$ cat config.mk
export PLATFORM = sky130hd
export DESIGN_NAME = wave_period_meter
export DESIGN_NICKNAME = d
export VERILOG_FILES = /design/src/rtl/wave_period_meter.sv
export SDC_FILE = /design/constraint.sdc
export NUM_CORES = 1
export LEC_CHECK = 0
export CORE_MARGIN = 2
export CORE_UTILIZATION = 25
export DETAILED_ROUTE_END_ITERATION = 12
export REMOVE_ABC_BUFFERS = 1
export SLEW_MARGIN = 10
export SYNTH_ARGS = -nofsm -noshare
export SYNTH_HDL_FRONTEND = slang
export SYNTH_SLANG_ARGS = --single-unit
export TNS_END_PERCENT = 5
$ cat constraint.sdc
create_clock -name clk -period 2.15 [get_ports clk]
set_input_delay 0.43 -clock clk [delete_from_list [all_inputs] [get_ports clk]]
set_output_delay 0.43 -clock clk [all_outputs]
set_load 0.02 [all_outputs]
$ cat src/rtl/wave_period_meter.sv
// wave_period_meter: measures high/low phase lengths of a square wave in TICK_DIV-cycle units
//
// Ports:
//   clk        system clock, rising edge
//   reset_n    asynchronous active-low reset, released synchronously inside
//   signal     measured waveform, synchronous to clk
//   out_ready  consumer accepts the presented result
//   out_valid  result registers hold an unconsumed measurement
//   m_meas     high-phase length in units (clamped to 15)
//   n_meas     low-phase length in units (clamped to 15)
//   inexact    a phase was not a whole number of units, or shorter than one unit
//   sat        a phase exceeded 15 units
//   dropped    sticky: a completed period was lost because the held result was not consumed
module wave_period_meter #(
    parameter int TICK_DIV = 10,
    parameter int CW       = 8
) (
    input  logic       clk,
    input  logic       reset_n,
    input  logic       signal,
    input  logic       out_ready,
    output logic       out_valid,
    output logic [3:0] m_meas,
    output logic [3:0] n_meas,
    output logic       inexact,
    output logic       sat,
    output logic       dropped
);
    typedef enum logic [1:0] {SYNC, HIGH, LOW} state_t;

    // {field[3:0], inexact, sat} for a phase of l cycles
    function automatic logic [5:0] conv(input logic [CW-1:0] l);
        logic [CW-1:0] u;
        u = l / CW'(TICK_DIV);
        return {(u > CW'(15)) ? 4'd15 : u[3:0], (l % CW'(TICK_DIV) != '0) || (u == '0), u > CW'(15)};
    endfunction

    logic [1:0]    rst_sync;
    logic          rst_n_i;
    state_t        state;
    logic          sig_q;
    logic          sq_vld;
    logic          pend;
    logic [CW-1:0] cnt;
    logic [5:0]    m_stg;
    logic [9:0]    res_stg;
    logic [5:0]    cur;
    logic          rise;
    logic          fall;

    // assertion is immediate, release lines up with clk
    always_ff @(posedge clk or negedge reset_n)
        if (!reset_n) rst_sync <= '0;
        else rst_sync <= {rst_sync[0], 1'b1};
    assign rst_n_i = rst_sync[1];

    // sig_q's reset value is not a real observation, so no edge is reported
    // until it has captured the line once; a level present at release is not a rise
    assign rise = signal & ~sig_q & sq_vld;
    assign fall = ~signal & sig_q & sq_vld;
    assign cur  = conv(cnt);

    always_ff @(posedge clk or negedge rst_n_i)
        if (!rst_n_i) begin
            state     <= SYNC;
            sig_q     <= 1'b0;
            sq_vld    <= 1'b0;
            pend      <= 1'b0;
            cnt       <= '0;
            m_stg     <= '0;
            res_stg   <= '0;
            out_valid <= 1'b0;
            m_meas    <= '0;
            n_meas    <= '0;
            inexact   <= 1'b0;
            sat       <= 1'b0;
            dropped   <= 1'b0;
        end else begin
            sig_q  <= signal;
            sq_vld <= 1'b1;
            // cnt holds the length of the phase in progress, saturating instead of wrapping
            cnt    <= (rise | fall) ? CW'(1) : (&cnt ? cnt : cnt + CW'(1));
            pend   <= 1'b0;
            case (state)
                SYNC: if (rise) state <= HIGH;
                HIGH: if (fall) begin
                    m_stg <= cur;
                    state <= LOW;
                end
                LOW: if (rise) begin
                    res_stg <= {m_stg[5:2], cur[5:2], m_stg[1] | cur[1], m_stg[0] | cur[0]};
                    pend    <= 1'b1;
                    state   <= HIGH;
                end
                default: state <= SYNC;
            endcase
            // a load in the same cycle as an accept wins: transfer then reload
            if (pend && (!out_valid || out_ready)) begin
                {m_meas, n_meas, inexact, sat} <= res_stg;
                out_valid <= 1'b1;
            end else begin
                if (pend) dropped <= 1'b1;
                if (out_ready) out_valid <= 1'b0;
            end
        end
endmodule
==> run metrics <==
Final Wtd Congestion=0.865; WL per Instance=12.1 µm; R2R Setup Slk=-0.95 ns; die height=103 µm; share of cells above drive strength 1=34.4%; Detail Route Antenna Nets=0; Clock power frac=17.0%; Initial Utilization=25.5%; Final WS setup=-0.947 ns; Setup Skew=0.00750 ns; yosys warns=0; Vias/cell=4.52; Ant. Diodes=0; clock transition at the registers of the reported paths=0.08 ns; Placed Instances=437; CP most frequent cell=o211ai_1; final slew viol count=0; Worst EP arrival=3.27 ns; Rel. slew slack=42.2%; clk buf depth=2; Seq/Total Area, Yosys=43.7%; Die Wd=103 µm; critical path class=register to register; commonest non-fill, non-tap cell in the layout=buf_4; first-pass GRT wire length=9.09 mm; Power Total=2950 µW; max-cap viol count=0; die footprint=10700 µm²; Worst-Skew Late Latency=0.30 ns; non-filler cells, final=450; Crit path buffers/inverters=1; number of global-route vias before repair=1971; CP max stage delay=0.40 ns; Worst path top cell family by delay=compound AO/OA/AOI/OAI gates; Period minus WS final=3.10 ns; via count=2036; Worst EP required=2.33 ns; H-Tree Depth=2; dpl hpwl=3.97 mm; WP depth=14; crit path cell chain=buf_4, a21oi_1, and3_1, or2_2, o211ai_1, o211ai_1, mux2i_1, ha_2, o21ai_1, a22o_1, o32ai_2, a32oi_2, nor4b_4, a31oi_1; maximum VDD drop=0.000376 V; Core Area=9680 µm²; CP max-delay cell=dfrtp_1; initial antenna violation count=0; layout net count=327; CP endpoint kind=register; P&R area growth vs syn=34.6%; GRT Total Usage=10.7%; LEAKAGE=0.00145 µW; syn_area_per_cell=9.70 µm²; most frequent cells in the layout=45 x buf_4, 41 x dfrtp_1, 23 x nor2_1; Unique masters post-synth=62; Hold Path Class=primary input to asynchronous set/reset pin; Period Utilization, post-route=144%; setup violators final=6; Post-synth EDFFs=0; reg2reg path depth=14; initial detailed-routing violation count=73; Logic pwr share=43.5%; Gate Count Post-Synth=254; pwr dens=890 nW/µm²; Num Clock Sinks=43; final hold violation count=0; total congestion overflow=0; DRT Wirelength=5.43 mm; CTS tree=yes; ys flop type=dfrtp_1; NetSw=1070 µW; violated checks=negative setup slack; DR pass1 iterations=4; flops & latches, synth=43; I/O pins=16; total CTS buffers=5; worst slew pin tran=0.868 ns; outcome=finished, violations left; Switching Fraction=36.2%; RSZ-0062 raised after global routing=yes; Setup WS pre-CTS=-1.10 ns; Flop pwr share=39.5%; Rows=36; Crit Path Max Fanout=15; Worst setup SP type=register; asr flop ratio synth=100%; Synth Cell Area=2460 µm²; DRC=0; maximum number of pins on one net before global-route repair=42; Internal Power=1880 µW; I/O Buffers=15; Post-CTS Hold Buffers=0; clk root buf=clkbuf_8; Max Freq=323 MHz
-- cell families (layout without fill, tap and decap cells) --
kind of cell             after synthesis  after routing  share of synthesized area [%]
other                                  1              2                          0.152
AO/OA/AOI/OAI                         67             67                           18.5
AND/OR/NAND/NOR                       95             95                           20.9
XOR/XNOR                               4              4                           1.42
multiplexers                          17             17                           8.12
buffers and inverters                 20             82                           3.70
flip-flops                            43             43                           43.7
adder cells (fa/ha/maj)                7              7                           3.55
-- what timing repair did --
item | 4_1_cts | 5_1_grt
gates resized for setup | 14 | 15
endpoints found under the hold margin | 0 | 0
buffers inserted | 3 | 3
pin swaps | 18 | 15
gates cloned | 0 | 0
endpoints found under the setup margin | 6 | 8
-- cell type report --
cell class,count,area [µm²]
well taps,133,166
fillers,1001,6370
clock inverters,3,15.0
flip-flops and latches,43,1080
clock buffers,5,68.8
multi-input cells,192,1410
inverters,10,37.5
repair buffers,64,542
-- through the flow --
stage / hold WS (ns) / utilization, % / setup TNS, ns / cell area [µm²]
floorplan: 0.134 / - / -3.90 / 2410
global placement: 0.336 / 31.8 / -3.39 / 3080
detailed placement: 0.337 / 31.8 / -4.04 / 3080
CTS: 0.280 / 33.5 / -3.00 / 3240
global route: 0.269 / 34.3 / -4.13 / 3320
finish: 0.281 / 34.3 / -3.15 / 3320
-- power groups by stage --
stage | combinational, µW | sequential [µW] | clock (µW)
finish | 1280 | 1170 | 503
floorplan | 615 | 1240 | 0
CTS | 1180 | 1170 | 519
detailed placement | 1110 | 1190 | 0
global route | 1420 | 1210 | 546
global placement | 1080 | 1180 | 0
-- synth_stat cells (all sizes together) (3+ instances only) --
| library cell | count | area (µm²) |
|---|---|---|
| a21oi | 16 | 83.8 |
| a31oi | 3 | 18.8 |
| and2 | 3 | 21.3 |
| and3 | 6 | 37.5 |
| buf | 6 | 38.8 |
| clkbuf | 4 | 15.0 |
| dfrtp | 43 | 1080 |
| ha | 7 | 87.6 |
| inv | 9 | 33.8 |
| mux2 | 14 | 158 |
| mux2i | 3 | 42.5 |
| nand2 | 18 | 67.6 |
| nand2b | 5 | 31.3 |
| nand3 | 9 | 45.0 |
| nor2 | 26 | 103 |
| nor2b | 3 | 18.8 |
| nor3 | 9 | 61.3 |
| o211ai | 4 | 35.0 |
| o21a | 3 | 22.5 |
| o21ai | 24 | 128 |
| xnor2 | 3 | 26.3 |
-- per-layer routing --
| layer | vias to the layer above | track usage (%) | part of all wire, % |
|---|---|---|---|
| li1 | 1032 | - | - |
| met1 | 970 | 13.2 | 46 |
| met2 | 28 | 18.8 | 50 |
| met3 | 6 | 2.89 | 3.2 |
| met4 | 0 | 2.53 | 0.98 |
| met5 | - | 0 | 0 |
-- state kept, by name, summed over array words and instances, names as in the netlist --
| signal | cells |
|---|---|
| inexact | 1 |
| m_meas | 4 |
| n_meas | 4 |
| res_stg | 10 |
| m_stg | 6 |
| sig_q | 1 |
| out_valid | 1 |
| pend | 1 |
| cnt | 8 |
| sat | 1 |
| dropped | 1 |
| state | 2 |
| rst_sync | 2 |
| sq_vld | 1 |
-- worst paths after layout --
check | startpoint | endpoint
worst min register to register | rst_sync[0] | rst_sync[1]
worst max register to register | cnt[5] | res_stg[1]
max in group asynchronous | rst_sync[1] | cnt[1]
worst min-delay path | reset_n | rst_sync[1]
worst max-delay path | cnt[5] | res_stg[1]
min in group clk | rst_sync[0] | rst_sync[1]
No activity file was read; power rests on OpenSTA's default activity.
==> patch (same flow settings) <==
Set the parameter `CW` to 16 (it was 8).
--- a/src/rtl/wave_period_meter.sv
+++ b/src/rtl/wave_period_meter.sv
@@ -14,5 +14,5 @@
 module wave_period_meter #(
     parameter int TICK_DIV = 10,
-    parameter int CW       = 8
+    parameter int CW       = 16
 ) (
     input  logic       clk,
Behaviour: no difference found for any inputs over 10 cycles, from zero or initial values and one cycle with reset_n low; that may be too few to reach the edited logic, so the function may still have changed.
==> patch against the original RTL <==
Wire length rose by 140%; combinational power rose by 8%; total power rose by 18%; cell count rose by 90%; highest routed layer unchanged; sequential cell count rose by 8; cell area rose by 97%; synthesized area rose by 69%; setup slack got worse by 1.8 ns; largest cell class unchanged; sequential power rose by 12%; the run still ends with negative setup slack left.
==> patch: results (changes against the original RTL) <==
* CP max FO at 7 (-8)
* Power of the clock network at 0.780 mW (+55%)
* Classification of the worst-slack hold path: reg2async
* Most flops, register: cnt
* Cell variety after synth at 95 (+53%)
* Number of filler instances in the final layout at 1581 (+58%)
* Number of standard cells in the final layout excluding fillers at 854 (+90%)
* Fraction of final layout cells sized beyond drive strength 1 at 48.6% (+14 points)
* Placed Cells incl. Taps at 806 (+84%)
* Share of the synthesized area in compound gates (AO/OA/AOI/OAI) at 28.2% (+9.7 points)
* CTS clk-pin slew, worst paths at 0.06 ns (-0.02 ns)
* Largest net degree at the start of global routing at 32 (-24%)
* Dpl hpwl at 9030 um (+130%)
* Sw Ratio at 33.5% (-2.6 points)
* Root Buffer: sky130_fd_sc_hd__clkbuf_16
* Quantity of gates resized following cts at 73 (+59)
* Failing checks: negative setup slack
* Worst clock skew at 0.00435 ns (-0.00316 ns)
* Count of vias placed by the detailed router at 4331 (+110%)
* Met2 routed WL at 6540 um (+140%)
* Synth Flop Type: sky130_fd_sc_hd__dfrtp_1
* Outcome: complete, but fails checks
* Worst hold margin at 0.0968 ns (-0.184 ns)
* Global-route wire length before repair at 20900 um (+130%)
* Biggest cell delay along the critical path at 0.47 ns (+0.07 ns)
* Final worst-path setup slack at -2.78 ns (-1.83 ns)
* Largest delay share family, worst path: compound AO/OA/AOI/OAI gates
* Fraction of the mapped netlist area in adder cells at 2.02% (-1.5 points)
* Synthesized-area fraction occupied by xor and xnor cells at 3.97% (+2.5 points)
* Cells taking the most area after synthesis: sky130_fd_sc_hd__dfrtp_1 31%, sky130_fd_sc_hd__mux2_2 5.1%, sky130_fd_sc_hd__nor2_1 3.5%
* Via count of the first global-routing pass at 4312 (+120%)
* Total wirelength of the detailed-routed design at 12900 um (+140%)
* Count of synthesis-stage warnings from yosys at 0 (unchanged)
* Max stage delay cell, worst path: sky130_fd_sc_hd__dfrtp_2
* Leakage power total at 2.80 nW (+94%)
* Post-CTS setup buffer count at 19 (+16)
* Regs by FF count: cnt: 16 flops, res_stg: 10 flops, m_stg: 6 flops
* Layout net count at 642 (+96%)
* Sequential element share of the synthesized area at 30.7% (-13 points)
* Final Wtd Congestion at 0.871 (+0.71%)
* Total Neg Setup Slack at -28.21 ns (-25.07 ns)
* Internal Power at 2.31 mW (+22%)
* DRC violation total after the first TritonRoute iteration at 254 (+250%)
* Worst setup slack after placement at -2.97 ns (-1.88 ns)
* Post-synthesis mux area share at 6.47% (-1.7 points)
* Wire length the detailed router placed on met1 at 5790 um (+130%)
* Final setup violation count at 18 (+12)
* Logic gate share of total power at 39.8% (-3.7 points)
* Later-pin clock latency in the skew report at 0.28 ns (-0.02 ns)
==> patch: final timing paths <==
path / start / endpoint / depth (start not counted)
min: rst_sync[1] / n_meas[3] / 0
max reg2reg: cnt[13] / m_stg[1] / 24
min in group clk: rst_sync[0] / rst_sync[1] / 0
max: cnt[13] / m_stg[1] / 24
min reg2reg: rst_sync[1] / n_meas[3] / 0
max in group asynchronous: rst_sync[1] / m_meas[1] / 1
==> patch: layout make-up <==
class | instances | area [um^2] | share of cell area, %
clock inverters | 1 | 5.00 | 0.0765
well taps | 220 | 275 | 4.21
inverters | 21 | 80.1 | 1.22
clock buffers | 7 | 143 | 2.18
multi-input cells | 366 | 3210 | 49.1
flip-flops and latches | 51 | 1280 | 19.6
repair buffers | 188 | 1550 | 23.7
==> patch: per-layer routing <==
metal  global-route usage (%)  vias to the layer above
li1                         -                     2107
met5                        0                        -
met1                     18.3                     2116
met3                     1.15                       27
met4                     3.58                        0
met2                     24.8                       81
